## src/rtl/sfp_accum.sv

```systemverilog
// sfp_accum: drains OFIFO partial-sum words, accumulates them per address across
// n_pass passes, and emits finished words on the last pass. ReLU via SFP_RELU_EN.
`timescale 1ns/1ps
module sfp_accum #(
    parameter int COL     = 8,
    parameter int PSUM_BW = 16,
    parameter int DEPTH   = 16,
    parameter int ADDR_BW = 4
) (
    input  logic                     clk,
    input  logic                     reset,
    input  logic                     start,
    input  logic [3:0]               n_pass,
    input  logic [ADDR_BW:0]         n_addr,
    input  logic [COL*PSUM_BW-1:0]   in,
    input  logic                     in_valid,
    output logic                     ofifo_rd,
    output logic [COL*PSUM_BW-1:0]   out,
    output logic                     out_valid,
    input  logic                     out_ready,
    output logic                     busy,
    output logic                     done
);

    localparam int W = COL * PSUM_BW;

    typedef enum logic {IDLE, ACC} state_t;

    state_t           state_q, state_d;
    logic [3:0]       p_q, p_d;
    logic [3:0]       n_pass_q, n_pass_d;
    logic [ADDR_BW:0] n_addr_q, n_addr_d;
    logic [ADDR_BW-1:0] a_q, a_d;
    logic [W-1:0]     out_q, out_d;
    logic             out_valid_q, out_valid_d;
    logic             done_q, done_d;

    logic [W-1:0]     acc_mem [DEPTH];
    logic [W-1:0]     acc_rd;
    logic [W-1:0]     sum_w;
    logic [W-1:0]     relu_w;
    logic             last_pass;
    logic             last_addr;
    logic             rd;

    assign acc_rd    = acc_mem[a_q];
    assign last_pass = (p_q == n_pass_q - 4'd1);
    assign last_addr = ({1'b0, a_q} == n_addr_q - (ADDR_BW+1)'(1));

    // On the final pass a read must not overwrite a word the consumer has not taken.
    assign rd = (state_q == ACC) && in_valid && (!last_pass || !out_valid_q || out_ready);

    generate
        for (genvar gi = 0; gi < COL; gi++) begin : g_lane
            logic [PSUM_BW-1:0] acc_l;
            logic [PSUM_BW-1:0] in_l;
            logic [PSUM_BW:0]   ext_sum;
            logic [PSUM_BW-1:0] lane_sum;

            assign acc_l   = acc_rd[gi*PSUM_BW +: PSUM_BW];
            assign in_l    = in[gi*PSUM_BW +: PSUM_BW];
            assign ext_sum = {acc_l[PSUM_BW-1], acc_l} + {in_l[PSUM_BW-1], in_l};

            always_comb begin
                lane_sum = ext_sum[PSUM_BW-1:0];
                if (p_q == 4'd0) begin
                    lane_sum = in_l;
                end else if (ext_sum[PSUM_BW] != ext_sum[PSUM_BW-1]) begin
                    lane_sum = ext_sum[PSUM_BW] ? {1'b1, {(PSUM_BW-1){1'b0}}}
                                                : {1'b0, {(PSUM_BW-1){1'b1}}};
                end
            end

            assign sum_w[gi*PSUM_BW +: PSUM_BW] = lane_sum;
`ifdef SFP_RELU_EN
            assign relu_w[gi*PSUM_BW +: PSUM_BW] = lane_sum[PSUM_BW-1] ? '0 : lane_sum;
`else
            assign relu_w[gi*PSUM_BW +: PSUM_BW] = lane_sum;
`endif
        end
    endgenerate

    always_comb begin
        state_d     = state_q;
        p_d         = p_q;
        a_d         = a_q;
        n_pass_d    = n_pass_q;
        n_addr_d    = n_addr_q;
        out_d       = out_q;
        out_valid_d = out_valid_q;
        done_d      = 1'b0;

        if (out_ready) begin
            out_valid_d = 1'b0;
        end

        case (state_q)
            IDLE: begin
                if (start) begin
                    n_pass_d = n_pass;
                    n_addr_d = n_addr;
                    p_d      = 4'd0;
                    a_d      = '0;
                    if (n_pass != 4'd0 && n_addr != '0) begin
                        state_d = ACC;
                    end else begin
                        done_d = 1'b1;
                    end
                end
            end
            ACC: begin
                if (rd) begin
                    if (last_addr) begin
                        a_d = '0;
                        p_d = p_q + 4'd1;
                    end else begin
                        a_d = a_q + ADDR_BW'(1);
                    end
                    if (last_pass) begin
                        out_d       = relu_w;
                        out_valid_d = 1'b1;
                        if (last_addr) begin
                            state_d = IDLE;
                            done_d  = 1'b1;
                        end
                    end
                end
            end
            default: state_d = IDLE;
        endcase
    end

    always_ff @(posedge clk) begin
        if (reset) begin
            state_q     <= IDLE;
            p_q         <= 4'd0;
            a_q         <= '0;
            n_pass_q    <= 4'd0;
            n_addr_q    <= '0;
            out_q       <= '0;
            out_valid_q <= 1'b0;
            done_q      <= 1'b0;
        end else begin
            state_q     <= state_d;
            p_q         <= p_d;
            a_q         <= a_d;
            n_pass_q    <= n_pass_d;
            n_addr_q    <= n_addr_d;
            out_q       <= out_d;
            out_valid_q <= out_valid_d;
            done_q      <= done_d;
        end
    end

    // Bank is never cleared; pass 0 overwrites, and the final pass goes straight to out.
    always_ff @(posedge clk) begin
        if (!reset && rd && !last_pass) begin
            acc_mem[a_q] <= sum_w;
        end
    end

    assign ofifo_rd  = rd;
    assign out       = out_q;
    assign out_valid = out_valid_q;
    assign busy      = (state_q == ACC);
    assign done      = done_q;

endmodule

```

## config.mk

```make
export PLATFORM = sky130hd
export DESIGN_NAME = sfp_accum
export DESIGN_NICKNAME = d
export VERILOG_FILES = /design/src/rtl/sfp_accum.sv
export SDC_FILE = /design/constraint.sdc
export NUM_CORES = 2
export LEC_CHECK = 0
export CORE_ASPECT_RATIO = 1.75
export CORE_MARGIN = 2
export CORE_UTILIZATION = 52
export DETAILED_ROUTE_END_ITERATION = 7
export PLACE_DENSITY = 0.73
export SYNTH_ARGS = -nofsm -noshare
export SYNTH_HDL_FRONTEND = slang
export SYNTH_SLANG_ARGS = --single-unit
export TNS_END_PERCENT = 50
```

## constraint.sdc

```tcl
create_clock -name clk -period 15.4 [get_ports clk]
set_clock_uncertainty 0.15 [all_clocks]
set_input_delay 2.31 -clock clk [delete_from_list [all_inputs] [get_ports clk]]
set_output_delay 2.31 -clock clk [all_outputs]
set_load 0.05 [all_outputs]
```

# Word level (Yosys, flattened, before mapping)
# Memories as Yosys holds them, arrays and structs flattened. A register that Yosys moved wholly into a read port is not among the register bits.
# Cells that the tools add are included.
dict set report totals {
  inputBits 142
  reg_bits 148
  ramBits 2048
  elab_cells 103
  mem_count 1
}
# name words word_bits rd rd_clocked_by_memory_dff wr line_no
set memory_table {}
lappend memory_table {acc_mem 16 128 1 1 1 38} ;# logic [W-1:0] acc_mem [DEPTH];
dict set report op_classes {
  eq_ne 13
  bitwise 1
  mux 51
  reduce_logical 17
  add_sub_neg 12
}
# operator n
set ops {}
lappend ops {{two-way mux 16 bit} 24}
lappend ops {{adder 16 x 16 -> 17 bit} 8}
lappend ops {{two-way mux 4 bit} 7}
lappend ops {{two-way mux 1 bit} 16}
lappend ops {{one-hot mux 4 bit (2 select lines)} 2}
lappend ops {{adder 4 x 1 -> 4 bit (second input constant)} 2}
lappend ops {{inequality test 1 bit} 8}
lappend ops {{AND reduction 3 bit} 2}
lappend ops {{== test 4 x 5 -> 1 bit} 1}
lappend ops {{logical AND 1 bit} 5}
lappend ops {{nonzero test 5 bit} 1}
lappend ops {{subtractor 5 x 1 -> 5 bit (second input constant)} 1}
lappend ops {{== test 4 bit} 1}
lappend ops {{zero test 4 bit} 1}
lappend ops {{inequality test 2 x 1 -> 1 bit (second input constant)} 2}
lappend ops {{one-hot mux 1 bit (2 select lines)} 2}
lappend ops {{AND reduction 2 bit} 2}
lappend ops {{nonzero test 4 bit} 1}
lappend ops {{subtractor 4 x 1 -> 4 bit (second input constant)} 1}
lappend ops {{zero test 1 bit} 3}
lappend ops {{logical OR 1 bit} 2}
lappend ops {{inequality test 2 bit (second input constant)} 1}
lappend ops {{inverter 1 bit} 1}

# Depth between registers and ports, before layout
dict set report depth {
  word_depth 10
  depth_mapped 19
  mapped_depth_nobuf 15
}

# Worst setup path before layout
# Ideal clock, no wire load.
dict set report synth_timing {
  path_type {input to register}
  startpoint {in in_valid}
  endpoint {mem acc_mem[0][0] (netlist bit), enable pin}
  required_time_ns 14.478
  setup_ns 0.772
  arrival_time_ns 11.489
  path_slack_ns 2.990
  cell_stages 4
  path_cell_list {nand2_1 nor3_1 nand2_1 nor3_1}
}
dict set report synth_between {
  elab_chain_len 6
}
# item line_no
set synth_lines {}
lappend synth_lines {{start: declaration} 16} ;# input logic in_valid,
lappend synth_lines {{logical AND 1 bit (2 in series)} 51} ;# assign rd = (state_q == ACC) && in_valid && (!last_pass || !out_valid_q || out_ready);
lappend synth_lines {{logical AND 1 bit (2 in series)} 157} ;# if (!reset && rd && !last_pass) begin
lappend synth_lines {{two-way mux 1 bit} 157}
lappend synth_lines {{two-way mux 1 bit (implied by the code)} 158} ;# acc_mem[a_q] <= sum_w;
lappend synth_lines {{end: declaration} 38}
# Every way passes these cells.

==> flow_metrics.py <==
metrics = {
    "outcome": {
        "status": "finished clean",
    },
    "power": {
        "p_leak_nw": 32.0,
        "ir_drop_uv": 102,
        "powerDensity_mw_per_mm2": 127,
        "finalPower_mw": 13.0,
    },
    "setup_path": {
        "arrival_ps": 8150,
        "worstPathMaxFanout": 113,
        "worstPathCellList": "buf_4, buf_12, mux4_2, mux4_2, ha_1, o21ai_0, nor3_1, nor4_1, o21ai_0, a31oi_1, xnor2_1, buf_4, a21oi_1, a22oi_1",
        "slowest_delay_ps": 990,
        "slowest_stage": "a22oi_1",
        "path_buf_inv": 3,
        "crit_family": "compound AO/OA/AOI/OAI gates",
        "cp-start-kind": "flop",
        "endpoint_kind": "flop",
        "cp.required_ps": 15730,
        "critical_path_class": "reg2reg",
    },
    "routing": {
        "routed_wl_um": 226000,
        "routedWlPerCell_um": 29.5,
        "drt_iter0_drc": 5811,
        "final_antenna_net_count": 0,
        "drc_errors": 0,
        "vias": 49700,
        "drtPass1Iterations": 6,
        "avgViaCountPerCell": 6.51,
    },
    "synth": {
        "synth_edf_count": 2048,
        "synthCells": 4916,
        "synth_nets": 5202,
        "synthesis.area_mm2": 0.0911,
        "synth-seq-cells": 2200,
        "synth_area_leaders": "edfxtp_1 68%, mux4_2 16%, dfxtp_1 3.3%",
        "avgSynthCellArea_um2": 18.5,
        "synth_cell_type_count": 84,
        "yosysTopAreaCell": "edfxtp_1",
        "ys_seq_area_share_pct": 70.9,
        "synth_top_area_share_pct": 67.5,
        "ys_async_sr_fraction_pct": 0,
        "ys_warn_count": 0,
        "synth_ff_type": "edfxtp_1",
    },
    "clock_network": {
        "cts_buffer_depth": 4,
        "postCtsSetupBuffers": 0,
        "hold_buffers": 0,
        "cts-resized-gates": 0,
        "cts_tree": "yes",
        "cts_sinks": 2200,
        "numCtsBuffers": 201,
        "cts_root_buffer": "clkbuf_16",
        "clk_pin_slew_ps": 70,
        "clk-insertion-delay-late_ps": 860,
        "htreeDepth": 4,
    },
    "timing": {
        "fmax_mhz": 128,
        "finalSetupTns_ps": 0,
        "hold_viol": 0,
        "post-route-period-util_pct": 50.8,
        "maxSlewHeadroom_pct": 10.5,
        "rsz0062_at_grt": "false",
        "fin_crit_ps": 7820,
        "finalSetupViolCount": 0,
        "drv_slew": 0,
        "worstMarginPinSlew_ps": 1340,
    },
    "global_route": {
        "grt_max_degree": 159,
        "antenna_found_initial": 16,
        "grt_pass1_vias": 50400,
        "grt_pass1_wl_um": 332000,
        "grt_overflow": 0,
        "track_usage_pct": 25.3,
    },
    "cells_and_area": {
        "fin_area_mm2": 0.103,
        "syn_to_final_growth_pct": 13.1,
        "fillers": 12500,
        "final_core_util_pct": 59.0,
        "final_common_cell": "edfxtp_1",
        "drive_above_1_share_pct": 19.6,
        "final_cell_mix": "2048 x edfxtp_1, 627 x mux4_2, 283 x nand2_1, 272 x clkdlybuf4s50_1, 232 x a21oi_1",
        "nNetsFinal": 5505,
        "fin_cells": 7637,
    },
    "floorplan": {
        "ios": 274,
        "die_x_um": 320,
        "chipHeight_um": 558,
        "start_util_pct": 52.2,
        "fp.coreArea_mm2": 0.174,
        "die_area_mm2": 0.179,
        "num_rows": 203,
    },
    "placement": {
        "gp_congestion": 0.912,
        "port_buffers": 273,
        "hpwl_um": 122000,
        "dp_cells": 7271,
        "placed_area_mm2": 0.0966,
    },
    "run": {
        "max_cap_viol_count": 0,
    },
    "min_path": {
        "min_path_type": "reg2reg",
    },
}
## layout make-up
type,count,area (um2),share of cell area (%)
clock buffers,247,5340,5.18
repair buffers,355,3550,3.45
diodes,5,12.5,0.0121
multi-input cells,2399,25500,24.7
flip-flops and latches,2200,64600,62.7
well taps,2255,2820,2.74
inverters,62,233,0.226
clock inverters,114,1070,1.04
## worst register-to-register path: stages (launching register included)
cell and delay, ps:
dfxtp_4 860, buf_4 840, buf_12 740, mux4_2 710
mux4_2 470, ha_1 350, o21ai_0 130, nor3_1 340
nor4_1 100, o21ai_0 340, a31oi_1 170, xnor2_1 700
buf_4 300, a21oi_1 250, a22oi_1 990
## registers in the layout, summed over array words and instances, names as in the netlist, named ones only
register	count
p_q	4
a_q	4
out_valid	1
busy	1
acc_mem	2048
n_addr_q	5
done	1
out	128
n_pass_q	4
## cells by family (layout without fill, tap and decap cells)
family / count (synthesis) / in the layout / share of synthesized area (%)
flops: 2200 / 2200 / 70.9
compound gates: 770 / 770 / 5.41
simple gates: 737 / 737 / 3.64
mux: 645 / 645 / 15.7
buf+inv: 317 / 778 / 1.33
fa+ha+maj: 149 / 149 / 2.10
xor+xnor: 98 / 98 / 0.942
other cells: 0 / 5 / 0
## path summary, 6_finish.rpt
path	startpoint	end	slack, ps	cells past startpoint
setup / recovery	flop	acc_mem[8][49]	7580	14
hold / removal	out[31]	out[31]	310	2
setup reg to reg	flop	acc_mem[8][49]	7580	14
hold reg to reg	out[31]	out[31]	310	2
## per-stage QoR
| stage | setup slack [ps] | hold WS, ps |
|---|---|---|
| after detailed placement | 7500 | 300 |
| after global placement | 7660 | 294 |
| after global routing | 6840 | 329 |
| final | 7580 | 307 |
| after floorplan | 2990 | 297 |
| after CTS | 7540 | 310 |
## cell usage after synthesis (31+ instances only)
cell type	number
a211oi_1	35
a21o_1	36
a21oi_1	233
a221oi_1	67
a311oi_1	31
buf_1	57
clkbuf_1	185
dfxtp_1	152
edfxtp_1	2048
ha_1	136
inv_1	62
mux4_2	627
nand2_1	285
nand2b_1	31
nand3_1	46
nor2_1	234
nor3_1	32
o211ai_1	34
o21ai_0	180
xnor2_1	69
## routing by layer
layer | up-vias | part of all wire, % | GRT usage [%]
met4 | 14 | 2.9 | 7.88
li1 | 20800 | - | -
met1 | 26000 | 38 | 33.9
met5 | - | 0.041 | 0
met3 | 421 | 9.5 | 4.50
met2 | 2480 | 50 | 42.4
## power breakdown
part / leakage, nW / total [mW] / switching [mW] / internal, mW
sequential: 19.6 / 6.74 / 0.0178 / 6.72
combinational: 9.20 / 1.39 / 0.857 / 0.538
clock: 3.14 / 4.91 / 2.16 / 2.75
total: 32.0 / 13.0 / 3.03 / 10.0
No activity file was read; power rests on OpenSTA's default activity.
